$ cat src/rtl/uarc_console_bridge_pkg.sv
// Shared types for the UARC console bridge: TX FSM states, byte type, console bus indices.
// Latency: n/a (types and constants only).
// Backpressure: n/a.
package uarc_console_pkg;

  // Per-channel TX handshake state.
  typedef enum logic [1:0] {
    TX_IDLE = 2'd0,
    TX_WAIT = 2'd1,
    TX_ACK  = 2'd2
  } tx_state_e;

  typedef logic [7:0] byte_t;

  // Conventional bus indices used when the bridge fronts a core's stdio.
  localparam int CONSOLE_STDOUT_CH = 0;
  localparam int CONSOLE_STDIN_CH  = 0;

  // Width of the acknowledge-delay down-counter for a given delay.
  function automatic int ack_cnt_width(input int ack_delay);
    return (ack_delay > 1) ? $clog2(ack_delay) : 1;
  endfunction

endpackage

$ cat src/rtl/uarc_console_bridge_if.sv
// Bundle of core-side UARC handshakes and host-side byte streams for all channels.
// Latency: n/a (wiring only).
// Backpressure: tx_ready/rx_ready per channel, sender_send_acks gate core sends.
interface uarc_console_bridge_if #(
  parameter int WORD_WIDTH = 32,
  parameter int CHANNELS   = 1
);
  // Core side
  logic                                 global_send;
  logic [WORD_WIDTH-1:0]                global_data;
  logic [CHANNELS-1:0]                  sender_enables;
  logic [CHANNELS-1:0]                  sender_send_acks;
  logic [CHANNELS-1:0]                  receiver_sends;
  logic [CHANNELS-1:0][WORD_WIDTH-1:0]  receiver_datas;
  logic [CHANNELS-1:0]                  receiver_send_acks;
  // Host side
  logic [CHANNELS-1:0]                  tx_valid;
  logic [CHANNELS-1:0][7:0]             tx_bytes;
  logic [CHANNELS-1:0]                  tx_ready;
  logic [CHANNELS-1:0]                  rx_valid;
  logic [CHANNELS-1:0][7:0]             rx_bytes;
  logic [CHANNELS-1:0]                  rx_ready;

  // Environment (core + host) view.
  modport master (
    output global_send, global_data, sender_enables, receiver_send_acks,
           tx_ready, rx_valid, rx_bytes,
    input  sender_send_acks, receiver_sends, receiver_datas,
           tx_valid, tx_bytes, rx_ready
  );

  // Bridge view.
  modport slave (
    input  global_send, global_data, sender_enables, receiver_send_acks,
           tx_ready, rx_valid, rx_bytes,
    output sender_send_acks, receiver_sends, receiver_datas,
           tx_valid, tx_bytes, rx_ready
  );
endinterface

$ cat src/rtl/uarc_byte_fifo.sv
// Show-ahead byte FIFO, 2^ADDR_WIDTH entries; ports: push_i/push_dat_i, pop_i, full_o, empty_o, head_o.
// Latency: a push is visible on head_o the cycle after the push edge when the FIFO was empty.
// Backpressure: push ignored when full, pop ignored when empty; push+pop together both succeed.
module uarc_byte_fifo
  import uarc_console_pkg::*;
#(
  parameter int ADDR_WIDTH = 4
) (
  input  logic  clk,
  input  logic  rst_n,
  input  logic  push_i,
  input  byte_t push_dat_i,
  input  logic  pop_i,
  output logic  full_o,
  output logic  empty_o,
  output byte_t head_o
);
  localparam int DEPTH = 1 << ADDR_WIDTH;
  localparam logic [ADDR_WIDTH:0] FULL_CNT = (ADDR_WIDTH + 1)'(DEPTH);

  byte_t                 mem_q [DEPTH];
  logic [ADDR_WIDTH-1:0] wr_ptr_q, wr_ptr_d;
  logic [ADDR_WIDTH-1:0] rd_ptr_q, rd_ptr_d;
  // One extra bit so full and empty are distinct when the pointers coincide.
  logic [ADDR_WIDTH:0]   count_q, count_d;
  logic                  do_push, do_pop;

  assign full_o  = (count_q == FULL_CNT);
  assign empty_o = (count_q == '0);
  assign do_push = push_i & ~full_o;
  assign do_pop  = pop_i & ~empty_o;
  assign head_o  = mem_q[rd_ptr_q];

  always_comb begin
    wr_ptr_d = wr_ptr_q;
    rd_ptr_d = rd_ptr_q;
    count_d  = count_q;
    // Pointers wrap naturally at the power-of-two depth.
    if (do_push) wr_ptr_d = wr_ptr_q + 1'b1;
    if (do_pop)  rd_ptr_d = rd_ptr_q + 1'b1;
    case ({do_push, do_pop})
      2'b10:   count_d = count_q + 1'b1;
      2'b01:   count_d = count_q - 1'b1;
      default: count_d = count_q;
    endcase
  end

  always_ff @(posedge clk or negedge rst_n) begin
    if (!rst_n) begin
      wr_ptr_q <= '0;
      rd_ptr_q <= '0;
      count_q  <= '0;
    end else begin
      wr_ptr_q <= wr_ptr_d;
      rd_ptr_q <= rd_ptr_d;
      count_q  <= count_d;
    end
  end

  // Storage is not reset; contents are only observable through a non-empty head.
  always_ff @(posedge clk) begin
    if (do_push) mem_q[wr_ptr_q] <= push_dat_i;
  end
endmodule

$ cat src/rtl/uarc_console_bridge.sv
// Multi-channel console bridge: core UARC sends -> TX byte FIFO, host bytes -> RX FIFO -> core.
// Latency: TX ack ACK_DELAY cycles after acceptance, byte on tx_bytes one cycle later; RX head next cycle.
// Backpressure: full TX FIFO stalls acceptance (no ack); rx_ready drops when RX FIFO is full.
// Ports: clk, reset (async, active low), bus (slave modport carrying all handshakes and byte streams).
module uarc_console_bridge
  import uarc_console_pkg::*;
#(
  parameter int WORD_WIDTH      = 32,
  parameter int CHANNELS        = 1,
  parameter int FIFO_ADDR_WIDTH = 4,
  parameter int ACK_DELAY       = 4
) (
  input  logic                  clk,
  input  logic                  reset,
  uarc_console_bridge_if.slave  bus
);
  localparam int                 CNT_W    = ack_cnt_width(ACK_DELAY);
  localparam logic [CNT_W-1:0]   CNT_LOAD = CNT_W'(ACK_DELAY - 1);

  logic [CHANNELS-1:0]                 ack_vec;
  logic [CHANNELS-1:0]                 rcv_send_vec;
  logic [CHANNELS-1:0][WORD_WIDTH-1:0] rcv_dat_vec;
  logic [CHANNELS-1:0]                 tx_vld_vec;
  logic [CHANNELS-1:0][7:0]            tx_dat_vec;
  logic [CHANNELS-1:0]                 rx_rdy_vec;

  // Only the low byte of the send payload is carried.
  logic unused_data_bits;
  assign unused_data_bits = ^bus.global_data;

  for (genvar i = 0; i < CHANNELS; i++) begin : g_ch
    tx_state_e          state_q, state_d;
    logic [CNT_W-1:0]   cnt_q, cnt_d;
    logic               sel;
    logic               tx_push;
    logic               tx_full, tx_empty;
    logic               rx_full, rx_empty;
    byte_t              tx_head, rx_head;

    assign sel = bus.global_send & bus.sender_enables[i];

    always_comb begin
      state_d = state_q;
      cnt_d   = cnt_q;
      tx_push = 1'b0;
      case (state_q)
        TX_IDLE: begin
          // Only this FSM pushes, so space seen free here is still free at ACK.
          if (sel && !tx_full) begin
            state_d = TX_WAIT;
            cnt_d   = CNT_LOAD;
          end
        end
        TX_WAIT: begin
          // Core withdrew or retargeted the send: abandon without pushing.
          if (!sel) begin
            state_d = TX_IDLE;
          end else if (cnt_q == '0) begin
            state_d = TX_ACK;
          end else begin
            cnt_d = cnt_q - 1'b1;
          end
        end
        TX_ACK: begin
          tx_push = 1'b1;
          // Unconditional return to IDLE keeps the still-high send from re-accepting here.
          state_d = TX_IDLE;
        end
        default: state_d = TX_IDLE;
      endcase
    end

    always_ff @(posedge clk or negedge reset) begin
      if (!reset) begin
        state_q <= TX_IDLE;
        cnt_q   <= '0;
      end else begin
        state_q <= state_d;
        cnt_q   <= cnt_d;
      end
    end

    uarc_byte_fifo #(.ADDR_WIDTH(FIFO_ADDR_WIDTH)) u_tx_fifo (
      .clk        (clk),
      .rst_n      (reset),
      .push_i     (tx_push),
      .push_dat_i (bus.global_data[7:0]),
      .pop_i      (bus.tx_ready[i]),
      .full_o     (tx_full),
      .empty_o    (tx_empty),
      .head_o     (tx_head)
    );

    uarc_byte_fifo #(.ADDR_WIDTH(FIFO_ADDR_WIDTH)) u_rx_fifo (
      .clk        (clk),
      .rst_n      (reset),
      .push_i     (bus.rx_valid[i]),
      .push_dat_i (bus.rx_bytes[i]),
      .pop_i      (bus.receiver_send_acks[i]),
      .full_o     (rx_full),
      .empty_o    (rx_empty),
      .head_o     (rx_head)
    );

    assign ack_vec[i]      = (state_q == TX_ACK);
    assign tx_vld_vec[i]   = ~tx_empty;
    // Heads are masked while empty so uninitialised storage never leaks out.
    assign tx_dat_vec[i]   = tx_empty ? 8'h00 : tx_head;
    assign rx_rdy_vec[i]   = ~rx_full;
    assign rcv_send_vec[i] = ~rx_empty;
    assign rcv_dat_vec[i]  = rx_empty ? '0 : WORD_WIDTH'(rx_head);
  end

  assign bus.sender_send_acks = ack_vec;
  assign bus.receiver_sends   = rcv_send_vec;
  assign bus.receiver_datas   = rcv_dat_vec;
  assign bus.tx_valid         = tx_vld_vec;
  assign bus.tx_bytes         = tx_dat_vec;
  assign bus.rx_ready         = rx_rdy_vec;
endmodule

$ cat src/flat_wrapper.sv
// flat-port wrapper written by rule: the top's interface ports become plain ports
module uarc_console_bridge_flat import uarc_console_pkg::*;
#(
  parameter int WORD_WIDTH      = 32,
  parameter int CHANNELS        = 1,
  parameter int FIFO_ADDR_WIDTH = 4,
  parameter int ACK_DELAY       = 4
)
  (clk, reset, bus_global_send, bus_global_data, bus_sender_enables, bus_receiver_send_acks, bus_tx_ready, bus_rx_valid, bus_rx_bytes, bus_sender_send_acks, bus_receiver_sends, bus_receiver_datas, bus_tx_valid, bus_tx_bytes, bus_rx_ready);
  uarc_console_bridge_if #(.WORD_WIDTH(WORD_WIDTH), .CHANNELS(CHANNELS)) bus_i ();
  input  logic clk;
  input  logic reset;
  input wire logic [$bits(bus_i.global_send)-1:0] bus_global_send;
  input wire logic [$bits(bus_i.global_data)-1:0] bus_global_data;
  input wire logic [$bits(bus_i.sender_enables)-1:0] bus_sender_enables;
  input wire logic [$bits(bus_i.receiver_send_acks)-1:0] bus_receiver_send_acks;
  input wire logic [$bits(bus_i.tx_ready)-1:0] bus_tx_ready;
  input wire logic [$bits(bus_i.rx_valid)-1:0] bus_rx_valid;
  input wire logic [$bits(bus_i.rx_bytes)-1:0] bus_rx_bytes;
  output wire logic [$bits(bus_i.sender_send_acks)-1:0] bus_sender_send_acks;
  output wire logic [$bits(bus_i.receiver_sends)-1:0] bus_receiver_sends;
  output wire logic [$bits(bus_i.receiver_datas)-1:0] bus_receiver_datas;
  output wire logic [$bits(bus_i.tx_valid)-1:0] bus_tx_valid;
  output wire logic [$bits(bus_i.tx_bytes)-1:0] bus_tx_bytes;
  output wire logic [$bits(bus_i.rx_ready)-1:0] bus_rx_ready;
  assign bus_i.global_send = bus_global_send;
  assign bus_i.global_data = bus_global_data;
  assign bus_i.sender_enables = bus_sender_enables;
  assign bus_i.receiver_send_acks = bus_receiver_send_acks;
  assign bus_i.tx_ready = bus_tx_ready;
  assign bus_i.rx_valid = bus_rx_valid;
  assign bus_i.rx_bytes = bus_rx_bytes;
  assign bus_sender_send_acks = bus_i.sender_send_acks;
  assign bus_receiver_sends = bus_i.receiver_sends;
  assign bus_receiver_datas = bus_i.receiver_datas;
  assign bus_tx_valid = bus_i.tx_valid;
  assign bus_tx_bytes = bus_i.tx_bytes;
  assign bus_rx_ready = bus_i.rx_ready;
  uarc_console_bridge #(.WORD_WIDTH(WORD_WIDTH), .CHANNELS(CHANNELS), .FIFO_ADDR_WIDTH(FIFO_ADDR_WIDTH), .ACK_DELAY(ACK_DELAY)) u_core (.clk(clk), .reset(reset), .bus(bus_i));
endmodule
$ cat config.mk
export PLATFORM = sky130hd
export DESIGN_NAME = uarc_console_bridge_flat
export DESIGN_NICKNAME = d
export VERILOG_FILES = /design/src/rtl/uarc_console_bridge_pkg.sv /design/src/rtl/uarc_console_bridge_if.sv /design/src/rtl/uarc_byte_fifo.sv /design/src/rtl/uarc_console_bridge.sv /design/src/flat_wrapper.sv
export SDC_FILE = /design/constraint.sdc
export NUM_CORES = 1
export LEC_CHECK = 0
export CAP_MARGIN = 20
export CELL_PAD_IN_SITES_DETAIL_PLACEMENT = 0
export CELL_PAD_IN_SITES_GLOBAL_PLACEMENT = 1
export CORE_ASPECT_RATIO = 0.7
export CORE_MARGIN = 1.5
export CORE_UTILIZATION = 40
export CTS_CLUSTER_SIZE = 12
export DETAILED_ROUTE_END_ITERATION = 10
export GPL_TIMING_DRIVEN = 0
export PLACE_DENSITY_LB_ADDON = 0.05
export SLEW_MARGIN = 40
export SYNTH_ARGS = -nofsm -noshare
export SYNTH_HDL_FRONTEND = slang
export SYNTH_HIERARCHICAL = 1
export SYNTH_SLANG_ARGS = --single-unit
$ cat constraint.sdc
create_clock -name clk -period 3.84 [get_ports clk]
set_input_delay 0.768 -clock clk [delete_from_list [all_inputs] [get_ports clk]]
set_output_delay 0.768 -clock clk [all_outputs]
set_load 0.005 [all_outputs]
==> metrics, run 1 <==
Peak Freq=0.270 GHz; initial drt markers=545; slew margin rel.=44.7%; Top Ports=91; total CTS buffers=29; multi-input logic area=3340 um2; combinational power share=36.0%; Net Sw Power=3.22 mW; Die ar.=31200 um2; yosys warns=6; setup TNS=0 ns; Worst Clk Skew=0.0234 ns; Sequential cell area=8440 um2; Clock Power Share=26.1%; min-delay worst type=input pin to async pin; Leakage=4.97 nW; Initial Util=41.2%; worst vdd ir=328 uV; WL/cell=22.1 um; clock tree sinks=286; die width=211 um; most common library cells after synthesis=edfxtp_1 (256), mux2i_1 (50), o21ai_0 (40), nand2_1 (39), mux4_2 (32); CP endpoint=bus_tx_bytes[2]; Pint=6.87 mW; # fillers=2522; Overall Global Routing Usage=17.8%; crit path kind=register to output pin; first-pass GRT wire length=40700 um; Core Region=29300 um2; via/cell ratio=5.27; CP delay by family, top=buffers and inverters; CP required=3.07 ns; layout net count=890; HPWL Detailed=19100 um; number of max-slew violations in the final report=0; Clk pin slew, worst setup/hold paths=0.06 ns; number of global-route vias before repair=6543; ys flop type=edfxtp_1; GPL Wtd Cong=0.812; minimum clock period=3.70 ns; Cell Rows=52; Cell Pwr Density=716 nW/um2; Initial DRT Pass Iterations=5; setup bufs post-CTS=0; most numerous cell in the Yosys netlist=edfxtp_1; Worst setup EP type=output pin; Post-synth EDFFs=256; # Max-Cap Violations=0; RSZ-0062 raised after global routing=true; Synth async-reset ratio=10.5%; Worst Hold Slack=0.0886 ns; top cell type's share of synthesized area=63.7%; part of the power in registers=37.9%; Routed WL=27000 um; initial antenna violation count=1; die height=148 um; status=completed; DRC=0; Synth cell types=38; R2R setup slack=0.68 ns; fin crit share=96.5%; Stages on worst setup path=8; worst setup path start=u_core/g_ch[0].u_tx_fifo/rd_ptr_q[1]; synthesized cell area=12100 um2; CTS tree=built; crit path max-delay cell type=a221oi_1; FF-to-FF End=u_core/g_ch[0].u_rx_fifo/count_q[4]; final hold violation count=0; root buffer cell=clkbuf_16; worst skew pair latency=0.55 ns; Synth Area per Inst=16.6 um2; sequential area share after synthesis=69.9%; Post-Synthesis Cells=725; critical path peak fanout=10; Antenna Cells=0; proportion of layout cells with a drive suffix above 1=20.4%; global route total overflow=0; switching part of the total power=31.9%; WP buf/inv=3; CP most frequent cell=buf_2; largest net degree at the start of global routing=22; Worst EP arrival=2.94 ns; CP max stage delay=0.51 ns; clk buf depth=3; Area growth, synth to finish=16.7%; startpoint types=register; detailed-route via count=6439; worst reg2reg path startpoint=u_core/g_ch[0].u_rx_fifo/count_q[0]; Inst Count DP=1169; Worst Tran Pin Value=0.827 ns; Synth area leader=edfxtp_1; # setup viols final=0; crit-path cells=buf_2 > and2_1 > buf_2 > a221oi_1 > a22oi_1 > nand2_1 > nor2b_1 > clkdlybuf4s50_1; Register-to-Register Path Depth=11; port buffer count=42; #FFs+latches synth=286; Synth area leaders=edfxtp_1 (64%), dfrtp_1 (6.2%), mux4_2 (6.0%); Final Non-Filler Cells=1222; remaining antenna violation count=0; H-tree Lvls=1
-- worst min-delay path by stage --
stage / depth (start not counted) / slack [ns] / endpoint / from
final: 1 / 0.09 / u_core/g_ch[0].u_rx_fifo/count_q[2] / reset
after global routing: 1 / 0.07 / u_core/g_ch[0].u_rx_fifo/count_q[0] / reset
after CTS: 1 / 0.07 / u_core/g_ch[0].u_rx_fifo/count_q[2] / reset
after detailed placement: 1 / 0.49 / u_core/g_ch[0].u_rx_fifo/count_q[4] / u_core/g_ch[0].u_rx_fifo/count_q[4]
after global placement: 1 / 0.48 / u_core/g_ch[0].u_rx_fifo/count_q[4] / u_core/g_ch[0].u_rx_fifo/count_q[4]
after floorplan: 1 / 0.46 / u_core/g_ch[0].u_rx_fifo/count_q[4] / u_core/g_ch[0].u_rx_fifo/count_q[4]
-- registers in the layout, summed over array words and instances, names as in the netlist --
name and cells:
u_core/g_ch.cnt_q 2, u_core/g_ch.u_rx_fifo/count_q 5, u_core/g_ch.u_tx_fifo/mem_q 128, u_core/g_ch.u_rx_fifo/wr_ptr_q 4, u_core/g_ch.u_rx_fifo/rd_ptr_q 4, u_core/g_ch.u_tx_fifo/wr_ptr_q 4, u_core/g_ch.u_tx_fifo/count_q 5, u_core/g_ch.u_rx_fifo/mem_q 128
u_core/g_ch.u_tx_fifo/rd_ptr_q 4, u_core/g_ch.state_q 2
-- power groups by stage --
stage / Combinational [mW] / Sequential, mW / Clock [mW]
after CTS: 3.57 / 3.82 / 2.70
after global placement: 3.51 / 3.87 / 0
after global routing: 3.93 / 3.86 / 2.84
after floorplan: 2.27 / 3.84 / 0
after detailed placement: 3.55 / 3.89 / 0
final: 3.64 / 3.82 / 2.63
-- cell type report --
class                      count  area share (%)
clock buffer                  50            5.86
inverter                      21           0.560
buffer                        60            3.15
sequential                   286            59.9
timing repair buffer          43            3.09
multi-input combinational    381            23.7
tap                          378            3.36
clock inverter                 3           0.329
-- what timing repair did --
item                                   CTS  global route
gates resized for setup                  1            16
setup endpoints to repair                1            10
pin swaps                                0             0
endpoints found under the hold margin    0             0
hold buffers                             0             0
-- metrics by stage --
step | area [um2] | setup WS [ns] | util (%) | power [mW]
after floorplan | 12200 | 1.12 | - | 6.10
after global placement | 13000 | 0.509 | 44.6 | 7.38
after detailed placement | 13100 | 0.451 | 44.7 | 7.43
after CTS | 14000 | 0.0340 | 47.7 | 10.1
after global routing | 14100 | -0.0279 | 48.1 | 10.6
final | 14100 | 0.136 | 48.1 | 10.1
-- kinds of logic (layout without fill, tap and decap cells) --
kind of cell	count (synthesis)	in the layout	synth area share [%]
buffers and inverters	81	177	4.28
other	1	24	0.0311
adder cells (fa/ha/maj)	21	21	2.30
multiplexers	102	102	12.0
AND/OR/NAND/NOR	119	119	4.96
XOR/XNOR	20	20	1.45
flip-flops	286	286	69.9
AO/OA/AOI/OAI	95	95	5.00
-- placed cells by master, fill, tap and decap left out, types with 6 or more instances in the layout --
cell and instances:
nor2_2 10, a221oi_1 8, edfxtp_1 256, conb_1 24, buf_6 10, mux4_2 32, buf_2 12, a21oi_1 19
nor2_1 14, clkdlybuf4s50_1 41, mux2i_1 50, nor2b_1 23, xor2_1 6, a221oi_2 7, inv_1 21, xnor2_1 14
a22oi_1 16, clkbuf_16 29, o21ai_0 40, buf_4 24, ha_1 19, clkbuf_1 25, mux2_2 18, nand2_1 39
dfrtp_1 30, nor3_2 6
-- worst reg2reg max path: stages, from the launching register on --
cell	delay, ns
dfrtp_1	0.43
nor4_2	0.34
and2b_1	0.45
nor2b_1	0.09
buf_2	0.18
ha_1	0.24
ha_1	0.33
nor2b_1	0.14
o21ai_0	0.25
a21oi_1	0.11
or3b_1	0.37
xnor2_1	0.13
-- per-layer routing --
metal / up-vias / track usage (%) / wire length [um]
met5: - / 0 / 0
met4: 0 / 2.96 / 378
met3: 30 / 3.65 / 1690
met2: 165 / 24.6 / 11200
met1: 3326 / 28.9 / 13800
li1: 2918 / - / -
Power figures use the tool's default switching activity.
==> run 2: changes to the inputs <==
--- a/config.mk
+++ b/config.mk
@@ -10,7 +10,7 @@
 export CELL_PAD_IN_SITES_GLOBAL_PLACEMENT = 1
 export CORE_ASPECT_RATIO = 0.7
 export CORE_MARGIN = 1.5
-export CORE_UTILIZATION = 40
+export CORE_UTILIZATION = 50
 export CTS_CLUSTER_SIZE = 12
 export DETAILED_ROUTE_END_ITERATION = 10
 export GPL_TIMING_DRIVEN = 0
==> run 2 against run 1 <==
Compared with the run above:
- sequential power barely moved
- global-route usage rose by 2.9 points
- power fell by 2.4%
- register-to-register slack got worse by 0.06 ns
- clock power fell by 6%
- worst hold slack improved by 0.026 ns
- non-clock buffer count did not move
- design area fell by 1.2%
- critical path depth did not move
- fmax fell by 2.5%
- die area fell by 20%
- highest routed layer unchanged
==> metrics, run 2 (synthesis gave the netlist of run 1 again) <==
commonest non-fill, non-tap cell in the layout=edfxtp_1; startpoint types=register; final hold violation count=0; Initial Util=51.0%; minimum clock period=3.80 ns; GPL Wtd Cong=0.893; R2R setup slack=0.62 ns; most crowded layer after global routing=met1; worst setup path start=u_core/g_ch[0].u_tx_fifo/rd_ptr_q[1]; min-delay worst type=input pin to async pin; initial antenna violation count=0; Worst EP arrival=3.03 ns; H-tree Lvls=1; Die ar.=25100 um2; RSZ-0062 raised after global routing=true; Area growth, synth to finish=15.3%; Antenna Cells=0; # Max-Cap Violations=0; Worst Tran Pin Value=0.815 ns; critical path peak fanout=10; via/cell ratio=5.59; HPWL Detailed=17700 um; Cell Rows=47; DP Worst Slack=0.494 ns; Routed WL=25300 um; CP required=3.07 ns; Leakage=4.93 nW; remaining antenna violation count=0; Top Ports=91; WP buf/inv=3; clk buf depth=3; worst vdd ir=356 uV; Worst Clk Skew=0.0126 ns; worst skew pair latency=0.53 ns; crit path kind=register to output pin; proportion of layout cells with a drive suffix above 1=19.7%; die height=133 um; total chip power=9.84 mW; CP most frequent cell=buf_2; CP endpoint=bus_tx_bytes[1]; largest net degree at the start of global routing=22; detailed-route via count=6487; Worst Slack Setup Final=0.0407 ns; status=completed; CTS tree=built; biggest regs=u_core/g_ch.u_rx_fifo/mem_q: 128 flops, u_core/g_ch.u_tx_fifo/mem_q: 128 flops; Overall Global Routing Usage=20.7%; crit-path cells=buf_2 > and2_1 > buf_2 > a221oi_1 > a22oi_1 > nand2_1 > nor2b_1 > clkdlybuf4s50_1; most frequent cells in the layout=edfxtp_1 (256), mux2i_1 (50), clkdlybuf4s50_1 (41), o21ai_0 (40), nand2_1 (39); layout net count=889; Cell Pwr Density=707 nW/um2; die width=189 um; first-pass GRT wire length=38200 um; crit path max-delay cell type=a221oi_1; initial drt markers=446; CP delay by family, top=buffers and inverters; grt met1 use=34.8%; number of max-slew violations in the final report=0; DRC=0; Register-to-Register Path Depth=11; Worst setup EP type=output pin; slew margin rel.=45.5%; number of global-route vias before repair=6314; root buffer cell=clkbuf_16; global route total overflow=0; met2 GRT Util=27.9%; setup bufs post-CTS=0; Stages on worst setup path=8; met3 Resource Use GR=3.87%; Peak Freq=0.263 GHz; FF-to-FF End=u_core/g_ch[0].u_tx_fifo/count_q[4]; Initial DRT Pass Iterations=5; WL/cell=21.8 um; Core Region=23600 um2; Inst Count DP=1109; worst reg2reg path startpoint=u_core/g_ch[0].u_tx_fifo/count_q[0]; # setup viols final=0; clock tree sinks=286; fin crit share=98.9%; Worst Hold Slack=0.115 ns; Final Non-Filler Cells=1161; total CTS buffers=28; CP max stage delay=0.60 ns; port buffer count=42; Clk pin slew, worst setup/hold paths=0.06 ns
## run 2: changes by cell type in the layout (fill, tap and decap cells not counted), sizes merged
cell    before  now
buf         52   53
clkbuf      60   59
inv         22   21
bufinv       1    0
clkinv       1    2
## run 2: how the worst min path moves through the flow
stage	slack, ns	start	endpoint	cells past startpoint
after floorplan	0.46	u_core/g_ch[0].u_rx_fifo/count_q[4]	u_core/g_ch[0].u_rx_fifo/count_q[4]	1
after global placement	0.48	u_core/g_ch[0].u_tx_fifo/count_q[4]	u_core/g_ch[0].u_tx_fifo/count_q[4]	1
after detailed placement	0.48	u_core/g_ch[0].u_rx_fifo/count_q[4]	u_core/g_ch[0].u_rx_fifo/count_q[4]	1
after CTS	0.10	reset	u_core/g_ch[0].u_rx_fifo/count_q[3]	1
after global routing	0.12	reset	u_core/g_ch[0].u_rx_fifo/count_q[0]	1
final	0.11	reset	u_core/g_ch[0].u_rx_fifo/rd_ptr_q[3]	1
## run 2: per-stage QoR
stage                     utilization [%]  area, um2  TNS (ns)
after CTS                            58.7      13900         0
final                                58.9      13900         0
after detailed placement             55.2      13000         0
after global placement               54.9      13000         0
after floorplan                         -      12200         0
after global routing                 58.9      13900    -0.213
## run 2: repair_timing
action / CTS / global route
setup endpoints to repair: 1 / 7
hold endpoints to repair: 0 / 0
hold buffers: 0 / 0
resized for setup: 1 / 3
## run 2: area by class of cell
type	count	area, um2
fill	1796	9720
sequential	286	8440
multi-input combinational	381	3300
clock buffer	50	815
timing repair buffer	43	443
buffer	60	438
tap	318	398
inverter	21	78.8
clock inverter	2	10.0
## run 2: metal layers
metal  vias up  part of all wire, %
met3        34                  7.1
met5         -                    0
li1       2906                    -
met2       207                   41
met1      3340                   50
met4         0                  1.5
## run 2: power breakdown
group | total, mW | internal [mW] | switching [mW]
Combinational | 3.55 | 1.66 | 1.89
Clock | 2.47 | 1.42 | 1.05
Sequential | 3.82 | 3.67 | 0.150
==> run 3: changes to the inputs <==
--- a/config.mk
+++ b/config.mk
@@ -10,7 +10,7 @@
 export CELL_PAD_IN_SITES_GLOBAL_PLACEMENT = 1
 export CORE_ASPECT_RATIO = 0.7
 export CORE_MARGIN = 1.5
-export CORE_UTILIZATION = 50
+export CORE_UTILIZATION = 54
 export CTS_CLUSTER_SIZE = 12
 export DETAILED_ROUTE_END_ITERATION = 10
 export GPL_TIMING_DRIVEN = 0
==> constraint.sdc (replaced) <==
create_clock -name clk -period 4.7 [get_ports clk]
set_input_delay 0.94 -clock clk [delete_from_list [all_inputs] [get_ports clk]]
set_output_delay 0.94 -clock clk [all_outputs]
set_load 0.005 [all_outputs]
==> run 3 against run 2 <==
Compared with the run above:
- design area fell by 0.52%
- non-clock buffer count did not move
- critical endpoint is now bus_tx_bytes[6]
- via count fell by 0.37%
- power fell by 19%
- highest routed layer unchanged
- critical path type unchanged
- clock power fell by 18%
- largest power group unchanged
==> metrics, run 3 (synthesis gave the netlist of run 1 again) <==
status=completed; Worst Slack Setup Final=0.670 ns; DP Worst Slack=1.18 ns; via/cell ratio=5.74; Worst setup EP type=output pin; worst setup path start=u_core/g_ch[0].u_tx_fifo/rd_ptr_q[2]; crit path kind=register to output pin; Worst Tran Pin Value=0.821 ns; Worst Hold Slack=0.287 ns; Top Ports=91; CP required=3.76 ns; proportion of layout cells with a drive suffix above 1=19.1%; slew margin rel.=45.1%; largest net degree at the start of global routing=22; worst reg2reg path startpoint=u_core/g_ch[0].u_tx_fifo/count_q[0]; Inst Count DP=1073; port buffer count=42; die width=182 um; Worst Clk Skew=0.00988 ns; Initial DRT Pass Iterations=5; Core Region=21800 um2; total CTS buffers=28; CTS tree=built; critical path peak fanout=10; initial antenna violation count=1; Antenna Cells=0; initial drt markers=677; global route total overflow=0; # Max-Cap Violations=0; R2R setup slack=1.49 ns; DRC=0; final hold violation count=0; detailed-route via count=6463; minimum clock period=4.03 ns; root buffer cell=clkbuf_16; first-pass GRT wire length=37600 um; setup bufs post-CTS=0; commonest non-fill, non-tap cell in the layout=edfxtp_1; most frequent cells in the layout=edfxtp_1 (256), mux2i_1 (50), clkdlybuf4s50_1 (41), o21ai_0 (40), nand2_1 (39); Die ar.=23300 um2; Area growth, synth to finish=14.7%; clk buf depth=3; hold_buf cts=0; GPL Wtd Cong=0.806; layout net count=889; Register-to-Register Path Depth=11; Cell Rows=45; fin crit share=85.7%; number of max-slew violations in the final report=0; H-tree Lvls=1; Initial Util=55.4%; die height=128 um; HPWL Detailed=17400 um; worst vdd ir=271 uV; Peak Freq=0.248 GHz; clock tree sinks=286; # setup viols final=0; worst skew pair latency=0.53 ns; Leakage=4.92 nW; Final Non-Filler Cells=1125; Cell Pwr Density=579 nW/um2; Routed WL=25100 um; setup TNS=0 ns; startpoint types=register; remaining antenna violation count=0; FF-to-FF End=u_core/g_ch[0].u_tx_fifo/count_q[4]; min-delay worst type=input pin to async pin; WL/cell=22.3 um; number of global-route vias before repair=6319; biggest regs=u_core/g_ch.u_rx_fifo/mem_q: 128 flops, u_core/g_ch.u_tx_fifo/mem_q: 128 flops; CP endpoint=bus_tx_bytes[6]; Worst EP arrival=3.09 ns; RSZ-0062 raised after global routing=false; PostCTS Resize Cnt=0; Clk pin slew, worst setup/hold paths=0.06 ns; Overall Global Routing Usage=22.0%
==> run 3: final cells by class <==
type                            instances  area (um2)
Buffer                                 60         438
Clock buffer                           50         815
Clock inverter                          2        10.0
Fill cell                            1587        7940
Inverter                               21        78.8
Multi-Input combinational cell        381        3270
Sequential cell                       286        8440
Tap cell                              282         353
Timing Repair Buffer                   43         443
==> run 3: through the flow <==
| step | total power, mW | instance area, um2 | util, % |
|---|---|---|---|
| after detailed placement | 6.02 | 13000 | 59.6 |
| after global routing | 8.40 | 13800 | 63.5 |
| after floorplan | 4.99 | 12200 | - |
| after CTS | 8.04 | 13800 | 63.4 |
| after global placement | 5.94 | 12900 | 59.3 |
| final | 8.02 | 13800 | 63.5 |
==> run 3: critical path, cell delays in order, from the launching register on <==
cell and delay, ns:
dfrtp_1 0.38, nor2b_1 0.13, clkbuf_1 0.21, buf_2 0.25, a221oi_1 0.64, o21ai_0 0.21, nand2_1 0.10, nor2b_1 0.12
clkdlybuf4s50_1 0.51
==> run 3: worst min-delay path by stage <==
stage / from / end / slack (ns) / depth (start not counted)
after CTS: reset / u_core/g_ch[0].u_rx_fifo/count_q[1] / 0.28 / 1
after detailed placement: u_core/g_ch[0].u_tx_fifo/count_q[4] / u_core/g_ch[0].u_tx_fifo/count_q[4] / 0.48 / 1
final: reset / u_core/g_ch[0].u_rx_fifo/count_q[1] / 0.29 / 1
after global routing: reset / u_core/g_ch[0].u_rx_fifo/count_q[1] / 0.29 / 1
after global placement: u_core/g_ch[0].u_tx_fifo/count_q[4] / u_core/g_ch[0].u_tx_fifo/count_q[4] / 0.48 / 1
after floorplan: u_core/g_ch[0].u_rx_fifo/count_q[4] / u_core/g_ch[0].u_rx_fifo/count_q[4] / 0.46 / 1
==> run 3: metal layers <==
| metal | routed length, um | vias to the layer above | GRT usage [%] |
|---|---|---|---|
| li1 | - | 2915 | - |
| met1 | 12300 | 3273 | 35.8 |
| met2 | 10500 | 244 | 30.8 |
| met3 | 1900 | 31 | 4.60 |
| met4 | 331 | 0 | 4.12 |
| met5 | 0 | - | 0 |
==> run 3: report_power, final <==
group          total [mW]  leakage (nW)  internal, mW  switching [mW]
Sequential           3.13          2.67          3.00           0.129
Clock                2.03         0.396          1.16           0.864
Combinational        2.87          1.85          1.35            1.51
Total                8.02          4.92          5.51            2.51
==> RTL edit 1 (settings of run 3) <==
Encoding of `tx_state_e`: now one-hot (3 bits for 3 states).
--- a/src/rtl/uarc_console_bridge_pkg.sv
+++ b/src/rtl/uarc_console_bridge_pkg.sv
@@ -4,10 +4,10 @@
 package uarc_console_pkg;
 
   // Per-channel TX handshake state.
-  typedef enum logic [1:0] {
-    TX_IDLE = 2'd0,
-    TX_WAIT = 2'd1,
-    TX_ACK  = 2'd2
+  typedef enum logic [2:0] {
+    TX_IDLE = 3'b001,
+    TX_WAIT = 3'b010,
+    TX_ACK  = 3'b100
   } tx_state_e;
 
   typedef logic [7:0] byte_t;
Check against the original RTL: same outputs for any inputs over 10 cycles, from zero or initial values and one cycle with reset low; not proved beyond that.
==> RTL edit 1 against run 3 <==
Cell count is 0.27% higher; critical path type unchanged; worst setup slack better by 0.078 ns; final area is 0.27% higher; largest cell class unchanged; via count is 0.39% lower; sequential cell count is 1 higher; total power hardly changed; routed wire length is 1.3% lower; global-route usage is 0.083 points higher; synthesized area is 0.27% higher; sequential power hardly changed; clock skew is 0.0059 ns higher; critical path depth stayed put.
==> RTL edit 1: results (changes against run 3) <==
[metrics] deepest clock path buffer count: 3 (unchanged)
[metrics] CP endpoint: bus_tx_bytes[5]
[metrics] drt total wl: 24700 um (-1.3%)
[metrics] largest vdd supply drop: 0.315 mV (+16%)
[metrics] register-to-register setup slack: 1.51 ns (+0.02 ns)
[metrics] proportion of layout cells with a drive suffix above 1: 18.9% (-0.19 points)
[metrics] most frequent cells after synthesis: sky130_fd_sc_hd__edfxtp_1 (256), sky130_fd_sc_hd__mux2i_1 (51), sky130_fd_sc_hd__o21ai_0 (41)
[metrics] run status: completed
[metrics] maximum clock skew at final layout: 0.0158 ns (+0.00592 ns)
[metrics] top sig layer: met4
[metrics] final weighted congestion of routability-driven global placement: 0.818 (+1.6%)
[metrics] WL met3: 2030 um (+6.7%)
[metrics] leakage dissipation: 4.94 nW (+0.50%)
[metrics] Slew @ Worst Pin: 0.814 ns (-0.00722 ns)
[metrics] number of library cell types mapped by synthesis: 43 (+13%)
[metrics] # diodes: 0 (unchanged)
[metrics] non-filler cells, final: 1128 (+0.27%)
[metrics] total number of nets in the final design: 892 (+0.34%)
[metrics] largest net degree at the start of global routing: 23 (+4.5%)
[metrics] sequential element share of the synthesized area: 70.0% (about the same)
[metrics] met1 layer wirelength in the final routing: 12300 um (-0.69%)
[metrics] via/cell ratio: 5.71 (-0.65%)
[metrics] detailed placer's ending HPWL: 17300 um (-0.43%)
[metrics] initial antenna violation count: 0 (-1)
[metrics] Global Route Usage Sum: 22.1% (+0.083 points)
[metrics] wire length on met2: 10100 um (-3.3%)
[metrics] number of inserted filler cells in the final layout: 1568 (-1.2%)
[metrics] hold_buf cts: 0 (unchanged)
[metrics] Yosys top cell area share: 63.5% (-0.17 points)
[metrics] vias in the first global route: 6398 (+1.3%)
[metrics] Avg Synthesized Cell Area: 16.6 um2 (-0.14%)
[metrics] synth top area cells: sky130_fd_sc_hd__edfxtp_1 (64%), sky130_fd_sc_hd__dfrtp_1 (6.2%), sky130_fd_sc_hd__mux4_2 (6.0%), sky130_fd_sc_hd__mux2i_1 (4.2%), sky130_fd_sc_hd__ha_1 (2.0%)
RTL edit 1: area by class of cell:
cell class	count	area share [%]
Multi-Input combinational cell	382	23.6
Clock inverter	3	0.279
Clock buffer	49	5.77
Timing Repair Buffer	43	3.14
Inverter	22	0.595
Sequential cell	287	61.0
Buffer	60	3.15
Tap cell	282	2.54
RTL edit 1: worst min-delay path by stage:
stage	slack, ns	to	from	cells past startpoint
2_1_floorplan	0.46	u_core/g_ch[0].u_rx_fifo/count_q[4]	u_core/g_ch[0].u_rx_fifo/count_q[4]	1
3_3_place_gp	0.48	u_core/g_ch[0].u_rx_fifo/count_q[4]	u_core/g_ch[0].u_rx_fifo/count_q[4]	1
3_5_place_dp	0.49	u_core/g_ch[0].u_tx_fifo/count_q[4]	u_core/g_ch[0].u_tx_fifo/count_q[4]	1
4_1_cts	0.26	u_core/g_ch[0].u_rx_fifo/count_q[4]	reset	1
5_1_grt	0.28	u_core/g_ch[0].u_rx_fifo/count_q[4]	reset	1
6_report	0.28	u_core/g_ch[0].u_rx_fifo/count_q[3]	reset	1
RTL edit 1: critical path: stages (launching register included):
cell	delay (ns)
sky130_fd_sc_hd__dfrtp_1	0.38
sky130_fd_sc_hd__nor2b_1	0.13
sky130_fd_sc_hd__clkbuf_1	0.20
sky130_fd_sc_hd__buf_2	0.25
sky130_fd_sc_hd__a221oi_1	0.61
sky130_fd_sc_hd__o21ai_0	0.19
sky130_fd_sc_hd__nand2_1	0.09
sky130_fd_sc_hd__nor2b_1	0.13
sky130_fd_sc_hd__clkdlybuf4s50_1	0.51
RTL edit 1: per-layer routing:
metal	GRT usage, %	vias up
met3	5.40	27
met5	0	-
li1	-	2928
met2	30.4	230
met1	35.9	3253
met4	4.08	0
RTL edit 1: logic make-up (layout without fill, tap and decap cells):
logic type | count (synthesis) | count (layout) | synth area share (%)
DFF | 287 | 287 | 70.0
and+or+nand+nor | 119 | 119 | 5.11
muxes | 101 | 101 | 11.9
AOI/OAI and AO/OA | 97 | 97 | 4.94
buffers and inverters | 82 | 177 | 4.30
adders and majority gates | 21 | 21 | 2.30
xor gates and xnor gates | 20 | 20 | 1.45
other | 1 | 24 | 0.0310
RTL edit 1: through the flow:
step	setup WS [ns]	util (%)	hold slack [ns]	cell area, um2
after CTS	0.807	63.4	0.263	13900
after global routing	0.569	63.6	0.277	13900
after global placement	1.22	59.3	0.479	13000
final	0.748	63.6	0.276	13900
after detailed placement	1.19	59.6	0.486	13000
after floorplan	1.89	-	0.459	12200
RTL edit 1: power breakdown:
part | switching (mW) | internal (mW)
combinational | 1.49 | 1.34
sequential | 0.123 | 3.00
clock | 0.867 | 1.20
==> RTL edit 2 (settings of run 3) <==
Made on the original files. `FIFO_ADDR_WIDTH` is set to 4 in 2 places; all go to 2.
--- a/src/rtl/uarc_console_bridge.sv
+++ b/src/rtl/uarc_console_bridge.sv
@@ -7,7 +7,7 @@
 #(
   parameter int WORD_WIDTH      = 32,
   parameter int CHANNELS        = 1,
-  parameter int FIFO_ADDR_WIDTH = 4,
+  parameter int FIFO_ADDR_WIDTH = 2,
   parameter int ACK_DELAY       = 4
 ) (
   input  logic                  clk,
--- a/src/flat_wrapper.sv
+++ b/src/flat_wrapper.sv
@@ -3,7 +3,7 @@
 #(
   parameter int WORD_WIDTH      = 32,
   parameter int CHANNELS        = 1,
-  parameter int FIFO_ADDR_WIDTH = 4,
+  parameter int FIFO_ADDR_WIDTH = 2,
   parameter int ACK_DELAY       = 4
 )
   (clk, reset, bus_global_send, bus_global_data, bus_sender_enables, bus_receiver_send_acks, bus_tx_ready, bus_rx_valid, bus_rx_bytes, bus_sender_send_acks, bus_receiver_sends, bus_receiver_datas, bus_tx_valid, bus_tx_bytes, bus_rx_ready);
Formal check against the unedited RTL: not equivalent (a bounded check fails within 10 cycles, from zero or initial values and one cycle with reset low).
==> RTL edit 2 against run 3 <==
Total power decreased by 71%; largest power group unchanged; sequential share of layout area decreased by 8.4 points; count of clock-buffer cells in the layout decreased by 38; highest routed layer unchanged; synthesized area decreased by 69%; synthesized cell count decreased by 70%; final area decreased by 67%; worst setup slack improved by 0.94 ns; routed wire length decreased by 78%; sequential cell count decreased by 204; critical endpoint is now bus_receiver_datas[4]; cell count decreased by 65%.
==> RTL edit 2: results (changes against run 3) <==
[metrics] run status: completed
[metrics] Inserted Clock Buffers: 9 (-68%)
[metrics] CP endpoint: bus_receiver_datas[4]
[metrics] vias in the first global route: 1758 (-72%)
[metrics] drt total wl: 5450 um (-78%)
[metrics] final weighted congestion of routability-driven global placement: 0.733 (-9.0%)
[metrics] placed cell areas: 4320 um2 (-67%)
[metrics] ratio of final minimum period to clock period: 65.8% (-20 points)
[metrics] leakage dissipation: 1.75 nW (-64%)
[metrics] clock-pin slew of the registers on the worst-case setup and hold paths: 0.08 ns (+0.02 ns)
[metrics] DR vias: 1830 (-72%)
[metrics] proportion of layout cells with a drive suffix above 1: 26.3% (+7.2 points)
[metrics] most frequent cells after synthesis: sky130_fd_sc_hd__edfxtp_1 (64), sky130_fd_sc_hd__buf_4 (24), sky130_fd_sc_hd__dfrtp_1 (18)
[metrics] largest net degree at the start of global routing: 19 (-14%)
[metrics] reg2reg end: u_core/g_ch[0].u_rx_fifo/count_q[2]
[metrics] cell at the root of the clock tree: sky130_fd_sc_hd__clkbuf_8
[metrics] Avg Synthesized Cell Area: 16.9 um2 (+1.3%)
[metrics] maximum clock skew at final layout: 0.00778 ns (-0.00210 ns)
[metrics] detailed placer's ending HPWL: 3970 um (-77%)
[metrics] post-placement worst setup slack: 1.96 ns (+0.781 ns)
[metrics] wire length of the first global-routing pass: 8780 um (-77%)
[metrics] worst reg2reg path depth: 9 (-2)
[metrics] total number of nets in the final design: 355 (-60%)
[metrics] met1 layer wirelength in the final routing: 2650 um (-79%)
[metrics] registers with the most flip-flops: u_core/g_ch.u_rx_fifo/mem_q (32), u_core/g_ch.u_tx_fifo/mem_q (32)
[metrics] Global Route Usage Sum: 16.9% (-5.1 points)
[metrics] FFs w/ async S/R, synth: 22.0% (+11 points)
[metrics] GR Layer Usage met3: 6.74% (+2.1 points)
[metrics] WL met3: 365 um (-81%)
[metrics] tightest slew margin relative to the limit: 55.6% (+11 points)
[metrics] latest clock arrival within the worst-skew pair: 0.34 ns (-0.19 ns)
[metrics] sequential element share of the synthesized area: 64.2% (-5.7 points)
[metrics] routed length per instance: 13.9 um (-37%)
[metrics] GR Util met1: 25.1% (-11 points)
[metrics] number of buffer cells added on primary ports: 42 (unchanged)
[metrics] wire length on met2: 2400 um (-77%)
[metrics] initial antenna violation count: 0 (-1)
[metrics] register-to-register setup slack: 2.68 ns (+1.19 ns)
[metrics] largest vdd supply drop: 0.271 mV (about the same)
[metrics] deepest clock path buffer count: 2 (-1)
[metrics] number of cells in the design after placement: 375 (-65%)
[metrics] TritonRoute pass-1 iters: 4 (-1)
[metrics] met2 track demand over resource in global routing: 23.3% (-7.6 points)
[metrics] number of library cell types mapped by synthesis: 27 (-29%)
[metrics] Hold WS: 0.509 ns (+0.222 ns)
[metrics] Post-synth EDFFs: 64 (-75%)
## RTL edit 2: area by class of cell
class | instances | area, um2
inverter | 17 | 63.8
fill | 455 | 1910
multi-input combinational | 115 | 1160
buffer | 28 | 198
clock buffer | 12 | 145
timing repair buffer | 42 | 415
sequential | 82 | 2370
tap | 91 | 114
clock inverter | 4 | 51.3
## RTL edit 2: critical path, cell delays in order (launching register included)
cell	delay [ns]
sky130_fd_sc_hd__dfrtp_1	0.32
sky130_fd_sc_hd__buf_2	0.32
sky130_fd_sc_hd__mux4_2	0.54
sky130_fd_sc_hd__nor2b_1	0.16
sky130_fd_sc_hd__clkdlybuf4s50_1	0.48
## RTL edit 2: worst min path at each step
stage                                    from                        end  depth (start not counted)
floorplan           u_core/g_ch[0].state_q[1]  u_core/g_ch[0].state_q[0]                          1
global placement    u_core/g_ch[0].state_q[1]  u_core/g_ch[0].state_q[0]                          1
detailed placement    u_core/g_ch[0].cnt_q[1]    u_core/g_ch[0].cnt_q[1]                          1
CTS                 u_core/g_ch[0].state_q[1]  u_core/g_ch[0].state_q[0]                          1
global route                            reset  u_core/g_ch[0].state_q[0]                          1
finish                                  reset  u_core/g_ch[0].state_q[0]                          1
## RTL edit 2: logic make-up after synthesis
logic type / Yosys count / share of synthesized area, %
muxes: 22 / 11.7
and+or+nand+nor: 41 / 7.93
other: 1 / 0.102
AOI/OAI and AO/OA: 3 / 1.29
adders and majority gates: 13 / 4.81
DFF: 82 / 64.2
xor gates and xnor gates: 12 / 2.85
buffers and inverters: 45 / 7.08
## RTL edit 2: where the power goes
| group | internal (mW) | switching, mW | total [mW] |
|---|---|---|---|
| Clock | 0.260 | 0.228 | 0.488 |
| Sequential | 0.911 | 0.0791 | 0.990 |
| Combinational | 0.519 | 0.361 | 0.880 |
